## src/rtl/mdl_stxserial.sv

```systemverilog
// Purpose: device-model transmit serializer; 40-bit encoded words -> serial bit
//          stream, with SYNC fill and an ALIGN pair every ALIGN_INTERVAL words.
// Latency: an accepted word's bit 39 is on o_tx the cycle after the accepting edge.
// Backpressure: o_ready pulses only on the last bit of a word whose successor
//          is a data slot; with i_valid low at that edge a SYNC word is sent.
//
// Ports:
//   i_txclk       bit clock, one serial bit per rising edge
//   i_reset       synchronous active-high reset
//   i_link_up     serialization enable; low returns to idle and drops the word
//   i_valid/i_data  word offered for transmission (bit 39 goes out first)
//   o_ready       combinational accept strobe
//   o_tx          serial bit (MSB of the shift register)
//   o_word_start  high while o_tx carries bit 39 of a word
//   o_is_align    high for all 40 bits of an ALIGN word
module mdl_stxserial #(
  // Word width in encoded bits; only 40 is supported.
  parameter int P_BITS         = 40,
  // Words per period: one ALIGN pair plus ALIGN_INTERVAL-2 data/SYNC words.
  parameter int ALIGN_INTERVAL = 256
) (
  input  logic              i_txclk,
  input  logic              i_reset,
  input  logic              i_link_up,
  input  logic              i_valid,
  input  logic [P_BITS-1:0] i_data,
  output logic              o_ready,
  output logic              o_tx,
  output logic              o_word_start,
  output logic              o_is_align
);

  // D21.5 D21.5 D21.4 K28.3
  localparam logic [39:0] SYNC_P  = {10'b1010101010, 10'b1010101010,
                                     10'b1010101101, 10'b0011110011};
  // K28.5 D10.2 D10.2 D27.3
  localparam logic [39:0] ALIGN_P = {10'b0011111010, 10'b0101010101,
                                     10'b0101010101, 10'b1101100011};

  // State names the word currently on the wire.
  localparam logic [1:0] S_IDLE   = 2'd0;
  localparam logic [1:0] S_ALIGN0 = 2'd1;
  localparam logic [1:0] S_ALIGN1 = 2'd2;
  localparam logic [1:0] S_DATA   = 2'd3;

  // Index of the last data word in a period (wcnt runs 0..WCNT_LAST).
  localparam logic [15:0] WCNT_LAST = 16'(ALIGN_INTERVAL - 3);

  logic [1:0]  state;
  logic [39:0] sreg;
  logic [5:0]  bit_cnt;
  logic [15:0] wcnt;
  logic        word_start_q;
  logic        is_align_q;

  logic        word_end;
  logic        data_slot;
  logic [39:0] data_word;

  assign word_end  = (bit_cnt == 6'd39);

  // The word following the current one is a data/SYNC slot.
  assign data_slot = (state == S_ALIGN1) ||
                     ((state == S_DATA) && (wcnt < WCNT_LAST));

  assign data_word = i_valid ? i_data : SYNC_P;

  // Link-down and reset both suppress acceptance on the same edge.
  assign o_ready = !i_reset && i_link_up && word_end && data_slot;

  always_ff @(posedge i_txclk) begin
    if (i_reset || !i_link_up) begin
      // Any in-flight word is discarded; a later link-up restarts from ALIGN.
      state        <= S_IDLE;
      sreg         <= '0;
      bit_cnt      <= '0;
      wcnt         <= '0;
      word_start_q <= 1'b0;
      is_align_q   <= 1'b0;
    end else if (state == S_IDLE) begin
      state        <= S_ALIGN0;
      sreg         <= ALIGN_P;
      bit_cnt      <= '0;
      wcnt         <= '0;
      word_start_q <= 1'b1;
      is_align_q   <= 1'b1;
    end else if (word_end) begin
      bit_cnt      <= '0;
      word_start_q <= 1'b1;
      case (state)
        S_ALIGN0: begin
          state      <= S_ALIGN1;
          sreg       <= ALIGN_P;
          is_align_q <= 1'b1;
        end
        S_ALIGN1: begin
          state      <= S_DATA;
          sreg       <= data_word;
          wcnt       <= '0;
          is_align_q <= 1'b0;
        end
        default: begin
          if (wcnt < WCNT_LAST) begin
            sreg       <= data_word;
            wcnt       <= wcnt + 16'd1;
            is_align_q <= 1'b0;
          end else begin
            state      <= S_ALIGN0;
            sreg       <= ALIGN_P;
            is_align_q <= 1'b1;
          end
        end
      endcase
    end else begin
      sreg         <= {sreg[38:0], 1'b0};
      bit_cnt      <= bit_cnt + 6'd1;
      word_start_q <= 1'b0;
    end
  end

  assign o_tx         = sreg[39];
  assign o_word_start = word_start_q;
  assign o_is_align   = is_align_q;

endmodule

```

## config.mk

```make
export PLATFORM = sky130hd
export DESIGN_NAME = mdl_stxserial
export DESIGN_NICKNAME = d
export VERILOG_FILES = /design/src/rtl/mdl_stxserial.sv
export SDC_FILE = /design/constraint.sdc
export NUM_CORES = 1
export LEC_CHECK = 0
export ABC_CLOCK_PERIOD_IN_PS = 2400
export CORE_ASPECT_RATIO = 1.1
export CORE_MARGIN = 1.5
export CORE_UTILIZATION = 42
export CTS_CLUSTER_DIAMETER = 30
export DETAILED_ROUTE_END_ITERATION = 7
export HOLD_SLACK_MARGIN = 0.05
export PLACE_DENSITY = 0.64
export SYNTH_ARGS = -nofsm -noshare
export SYNTH_HDL_FRONTEND = slang
export SYNTH_SLANG_ARGS = --single-unit
```

## constraint.sdc

```tcl
create_clock -name i_txclk -period 2.4 [get_ports i_txclk]
set_input_delay 0.72 -clock i_txclk [delete_from_list [all_inputs] [get_ports i_txclk]]
set_output_delay 0.72 -clock i_txclk [all_outputs]
set_load 0.02 [all_outputs]
```

==> flow_summary.toml, run 1 <==
[floorplan]
pin_count = 48
die_h_um = 89.8
start_util_pct = 43.6
dieArea_mm2 = 0.00735
fp.dieW_um = 81.9
placeableCoreArea_mm2 = 0.00659
rows = 31

[setup_path]
crit_arrival_ns = 1.65
cp-start-kind = "input port"
crit_fanout = 2
max_stage_delay_ns = 0.41
cp_slowest_cell = "clkdlybuf4s50_1"
critPathKind = "input port to output port"
end_kind = "output port"
worstPathRequired_ns = 1.68
path_cells = "clkdlybuf4s50_1, nand2b_1, nor3_1, buf_2"

[global_routing]
grt_max_degree = 44
globalRouteTotalUtil_pct = 20.3
grt_pass1_wl_mm = 11.5
grt_pass1_vias = 2479
gr-total-overflow = 0
antenna_found_initial = 0

[timing]
maxSlewViolCount = 0
slew_headroom_pct = 39.9
rsz0062_at_grt = "yes"
fin_crit_sh_pct = 98.7
finalSetupViolations = 0
finalHoldViolCount = 0
worst_pin_slew_ns = 0.901
skew_ns = 0.0120
tns_ns = 0
fmax_mhz = 422
fin_crit_ns = 2.37

[synth]
syn_inst = 325
async_flop_share_pct = 0
synth_cell_types = 43
synth_area_leaders = "dfxtp_1 (46%), o21ai_0 (8.4%), a21oi_1 (5.7%)"
avgSynthCellArea_um2 = 8.84
ys_warn_count = 0
ys_ff_latch = 66
syn_nets = 377
ys.flop_type = "dfxtp_1"
synth_top_area_share_pct = 46.0
synth_top_area_cell = "dfxtp_1"
yosysSeqAreaShare_pct = 46.0
syn_area_mm2 = 0.00287
synth_edf_count = 0

[detailed_routing]
met1Wirelength_mm = 3.14
met3_length_um = 324
dr.max_layer_used = "met4"
wl_per_cell_um = 14.3
routed_wl_mm = 6.94
vias = 2647
drt_iter0_drc = 126
first_pass_iters = 5
drtAntennaViolNets = 0
drc = 0
viasPerCell = 5.45
wl_met2_mm = 3.40

[power]
power_density_mw_per_mm2 = 553
vdd.ir_drop.worst_mv = 0.365
p_leak_nw = 1.49

[run]
maxCapViolations = 0

[finish]
finalNetCount = 451
fin_area_mm2 = 0.00389
layout-drive-gt1-share_pct = 19.3
mostFrequentLayoutCell = "dfxtp_1"
diodes = 0
syn_to_final_growth_pct = 35.3
final_core_util_pct = 59.0
mostFrequentLayoutCells = "dfxtp_1 (62), o21ai_0 (48), clkdlybuf4s50_1 (46)"

[cts]
cts-buffers-inserted = 9
cts.htree.levels = 3
clockBufferDepth = 2
cts_sinks = 66
ctsHoldBuffers = 0
clkLatencyLatePin_ns = 0.34
cts_root_buffer = "clkbuf_8"
tritoncts = "yes"
cts.clk_slew.worst_paths_ns = 0.07

[placement]
dp_hpwl_mm = 4.63
finalWeightedCongestion = 0.786
portBuffers = 47
post_dp_cell_area_mm2 = 0.00364

[min_path]
holdCritPathClass = "flop to flop"

[outcome]
status = "complete, no violations"
[report_power, final]
part / switching, mW / internal [mW] / total (mW)
logic: 0.0981 / 0.115 / 0.213
registers: 0.00846 / 1.12 / 1.13
clock network: 0.433 / 0.370 / 0.803
total: 0.540 / 1.61 / 2.15
[critical path, delay by kind of cell]
kind / cells / cell delay (ns)
buffers and inverters: 2 / 0.60
AND/OR/NAND/NOR: 2 / 0.33
[cells in the mapped netlist (2+ instances only)]
cell      instances
nand2_1           6
nor4_2            3
nor3_1            5
xnor2_1           4
and2_1            7
ha_1              8
clkbuf_1         18
a21o_1            2
inv_1             9
mux2i_1           2
dfxtp_1          66
a21oi_1          33
buf_2             6
o21ai_0          48
nand4_1           2
xor2_1            2
nand2b_1          6
o211ai_1          5
o31ai_1          10
nor2b_1           2
and4_1            2
a31oi_1          11
nor2_1           14
and3_1            6
o21ai_1           2
a41oi_1           2
nand3_1          28
[stage by stage]
stage	instances	power, mW	setup slack (ns)	hold slack [ns]
final	486	2.15	0.0308	0.454
after global routing	486	2.23	-0.0594	0.478
after CTS	486	2.17	0.0146	0.458
after detailed placement	465	1.37	-0.368	0.435
after global placement	465	1.37	-0.350	0.431
after floorplan	325	1.24	0.0356	0.421
[registers in the layout, summed over array words and instances, names as in the netlist]
name / flops
sreg: 40
state: 2
bit_cnt: 6
o_word_start: 1
wcnt: 16
o_is_align: 1
[kinds of logic (layout without fill, tap and decap cells)]
kind of cell | after synthesis | in the layout | synth area share [%]
xor gates and xnor gates | 6 | 6 | 1.83
buffers and inverters | 33 | 112 | 4.57
and+or+nand+nor | 90 | 90 | 19.2
DFF | 66 | 66 | 46.0
adders and majority gates | 8 | 8 | 3.48
muxes | 3 | 3 | 1.09
AOI/OAI and AO/OA | 119 | 119 | 23.9
[area by class of cell]
class | count | area (µm²)
Clock inverter | 7 | 43.8
Clock buffer | 9 | 124
Fill cell | 605 | 2710
Timing Repair Buffer | 87 | 791
Tap cell | 82 | 103
Inverter | 9 | 33.8
Sequential cell | 66 | 1330
Multi-Input combinational cell | 226 | 1470
[final timing paths]
path / from / endpoint / slack, ns / depth (start not counted)
worst max-delay path: i_reset / o_ready / 0.03 / 4
worst max register to register: wcnt[11] / state[0] / 0.15 / 10
worst min register to register: sreg[6] / sreg[7] / 0.45 / 2
worst min-delay path: sreg[6] / sreg[7] / 0.45 / 2
[timing repair]
action / CTS / global route
setup buffers: 5 / 0
endpoints found under the setup margin: 1 / 2
gates resized for setup: 12 / 5
pin swaps: 6 / 0
[metal layers]
| layer | vias to the layer above | global-route usage, % |
|---|---|---|
| met2 | 65 | 32.0 |
| met5 | - | 0 |
| met3 | 7 | 3.86 |
| met4 | 0 | 8.47 |
| li1 | 1327 | - |
| met1 | 1248 | 26.7 |
(Power assumes the default switching activity.)
==> run 2: changes to the inputs <==
--- a/config.mk
+++ b/config.mk
@@ -10,6 +10,7 @@
 export CORE_MARGIN = 1.5
 export CORE_UTILIZATION = 42
 export CTS_CLUSTER_DIAMETER = 30
+export CTS_CLUSTER_SIZE = 20
 export DETAILED_ROUTE_END_ITERATION = 7
 export HOLD_SLACK_MARGIN = 0.05
 export PLACE_DENSITY = 0.64
==> results of run 2 <==
Same layout as run 1: the final DEF is identical, and so are final timing and power.
==> run 3: changes to the inputs <==
--- a/config.mk
+++ b/config.mk
@@ -12,8 +12,10 @@
 export CTS_CLUSTER_DIAMETER = 30
 export CTS_CLUSTER_SIZE = 20
 export DETAILED_ROUTE_END_ITERATION = 7
+export GPL_TIMING_DRIVEN = 0
 export HOLD_SLACK_MARGIN = 0.05
 export PLACE_DENSITY = 0.64
+export SLEW_MARGIN = 30
 export SYNTH_ARGS = -nofsm -noshare
 export SYNTH_HDL_FRONTEND = slang
 export SYNTH_SLANG_ARGS = --single-unit
==> run 3 against run 2 <==
Effect of this change: final cell count is 2.1% lower; power is 1.2% higher; critical path depth is 4 higher; cell area is 2.8% lower; sequential power hardly changed; non-clock buffer count is 9 lower; via count is 2.1% lower; core utilization is 1.7 points lower; largest power group unchanged.
==> flow_summary.toml, run 3 (same netlist as run 1, synthesis figures left out) <==
[setup_path]
r2r_end = "wcnt[3]"
cp_slowest_cell = "dfxtp_2"
critPathKind = "flop to output port"
r2r_slack_ns = 0.22
end_kind = "output port"
critPathLaunch = "wcnt[1]"
crit_fanout = 3
crit_end = "o_ready"
r2r_cells = 7
worstPathRequired_ns = 1.68
path_cells = "inv_1, ha_1, nor2b_2, and3_4, nor2_4, a21oi_2, nor3_2, buf_4"
crit_arrival_ns = 1.65
reg2reg_from = "state[1]"
cp-start-kind = "flop"
max_stage_delay_ns = 0.34

[finish]
diodes = 0
top_register = "sreg"
largest_reg_flops = 40
mostFrequentLayoutCell = "dfxtp_1"
mostFrequentLayoutCells = "dfxtp_1 (61), o21ai_0 (48), clkdlybuf4s50_1 (46)"
n_fill_cell = 615
largest_registers = "sreg x40, wcnt x16, bit_cnt x6"
layout-drive-gt1-share_pct = 14.2
syn_to_final_growth_pct = 31.5
finalNetCount = 442

[global_routing]
gr-total-overflow = 0
globalRouteTotalUtil_pct = 21.5
grt_max_degree = 11
grt_pass1_wl_mm = 11.9
antenna_found_initial = 0
grt_pass1_vias = 2476

[cts]
tritoncts = "yes"
cts.clk_slew.worst_paths_ns = 0.07
ctsHoldBuffers = 0
clkLatencyLatePin_ns = 0.35
clockBufferDepth = 2
cts_sinks = 66
cts_root_buffer = "clkbuf_8"
cts.htree.levels = 3
cts-buffers-inserted = 9

[power]
p_seq_share_pct = 52.1
p_switching_uw = 524
combPwrFrac_pct = 9.2
p_leak_nw = 1.39
power_density_mw_per_mm2 = 575
pwr-share-clk_pct = 38.7
switching_share_pct = 24.1
internal_power_mw = 1.65
power_mw = 2.17
vdd.ir_drop.worst_mv = 0.351

[timing]
worst_pin_slew_ns = 0.564
fmax_mhz = 422
skew_ns = 0.00885
finalHoldViolCount = 0
fin_crit_ns = 2.37
worst_slack_ns = 0.0300
slew_headroom_pct = 62.4
fin_crit_sh_pct = 98.8
finalSetupViolations = 0
rsz0062_at_grt = "yes"
maxSlewViolCount = 0

[detailed_routing]
routed_wl_mm = 7.40
first_pass_iters = 4
viasPerCell = 5.44
drtAntennaViolNets = 0
drc = 0
vias = 2591
wl_per_cell_um = 15.5
drt_iter0_drc = 124

[placement]
place_ws_ns = -0.562
finalWeightedCongestion = 0.876
portBuffers = 47
dp_hpwl_mm = 5.18

[floorplan]
placeableCoreArea_mm2 = 0.00659
die_h_um = 89.8
rows = 31
start_util_pct = 43.6
dieArea_mm2 = 0.00735
fp.dieW_um = 81.9
pin_count = 48

[min_path]
holdCritPathClass = "flop to flop"

[outcome]
status = "complete, no violations"

[run]
maxCapViolations = 0
[run 3: changes by cell type in the layout (fill, tap and decap cells not counted), sizes merged]
cell,before,now
inv,10,9
clkinv,4,1
buf,41,14
clkinvlp,2,1
clkbuf,9,31
[run 3: repair_timing]
| action | 4_1_cts | 5_1_grt |
|---|---|---|
| buffers inserted | 6 | 1 |
| endpoints found under the setup margin | 1 | 3 |
| gates resized for setup | 26 | 10 |
| pin swaps | 4 | 4 |
[run 3: power groups by stage]
stage	clock network (mW)	logic (mW)	registers (mW)
global route	0.908	0.217	1.13
detailed placement	0	0.197	1.16
floorplan	0	0.0854	1.16
finish	0.841	0.199	1.13
CTS	0.851	0.199	1.13
global placement	0	0.195	1.16
[run 3: worst min path at each step]
stage | from | to | slack (ns) | cells past startpoint
finish | bit_cnt[0] | bit_cnt[0] | 0.44 | 1
global route | bit_cnt[0] | bit_cnt[0] | 0.45 | 1
global placement | sreg[2] | sreg[3] | 0.43 | 2
CTS | bit_cnt[0] | bit_cnt[0] | 0.44 | 1
floorplan | sreg[10] | sreg[11] | 0.42 | 2
detailed placement | sreg[24] | sreg[25] | 0.44 | 2
[run 3: final cells by class]
type	instances	area, µm²	area share (%)
Multi-Input combinational cell	226	1500	39.8
Sequential cell	66	1330	35.1
Timing Repair Buffer	54	520	13.8
Clock buffer	13	159	4.21
Buffer	24	120	3.18
Tap cell	82	103	2.72
Inverter	9	33.8	0.894
Clock inverter	2	12.5	0.331
[run 3: per-layer routing]
| metal | wire length (µm) | GRT usage (%) | up-vias |
|---|---|---|---|
| met5 | 0 | 0 | - |
| met3 | 322 | 4.26 | 11 |
| met4 | 159 | 10.6 | 0 |
| met2 | 3520 | 32.7 | 60 |
| li1 | - | - | 1302 |
| met1 | 3400 | 28.7 | 1218 |
[run 3: worst max-delay path: cells and delay by family (launching register included)]
| kind | cells | cell delay (ns) |
|---|---|---|
| simple gates | 4 | 0.45 |
| flops | 1 | 0.34 |
| buf+inv | 2 | 0.20 |
| fa+ha+maj | 1 | 0.18 |
| compound gates | 1 | 0.14 |
[run 3: per-stage QoR]
stage / instances / TNS, ns / cell area, µm² / utilization, % / hold slack, ns
after global placement: 454 / -4.10 / 3450 / 52.3 / 0.433
after detailed placement: 454 / -4.52 / 3450 / 52.3 / 0.440
after global routing: 476 / -0.0653 / 3780 / 57.3 / 0.447
after CTS: 475 / 0 / 3740 / 56.8 / 0.438
after floorplan: 325 / 0 / 2870 / - / 0.421
final: 476 / 0 / 3780 / 57.3 / 0.435
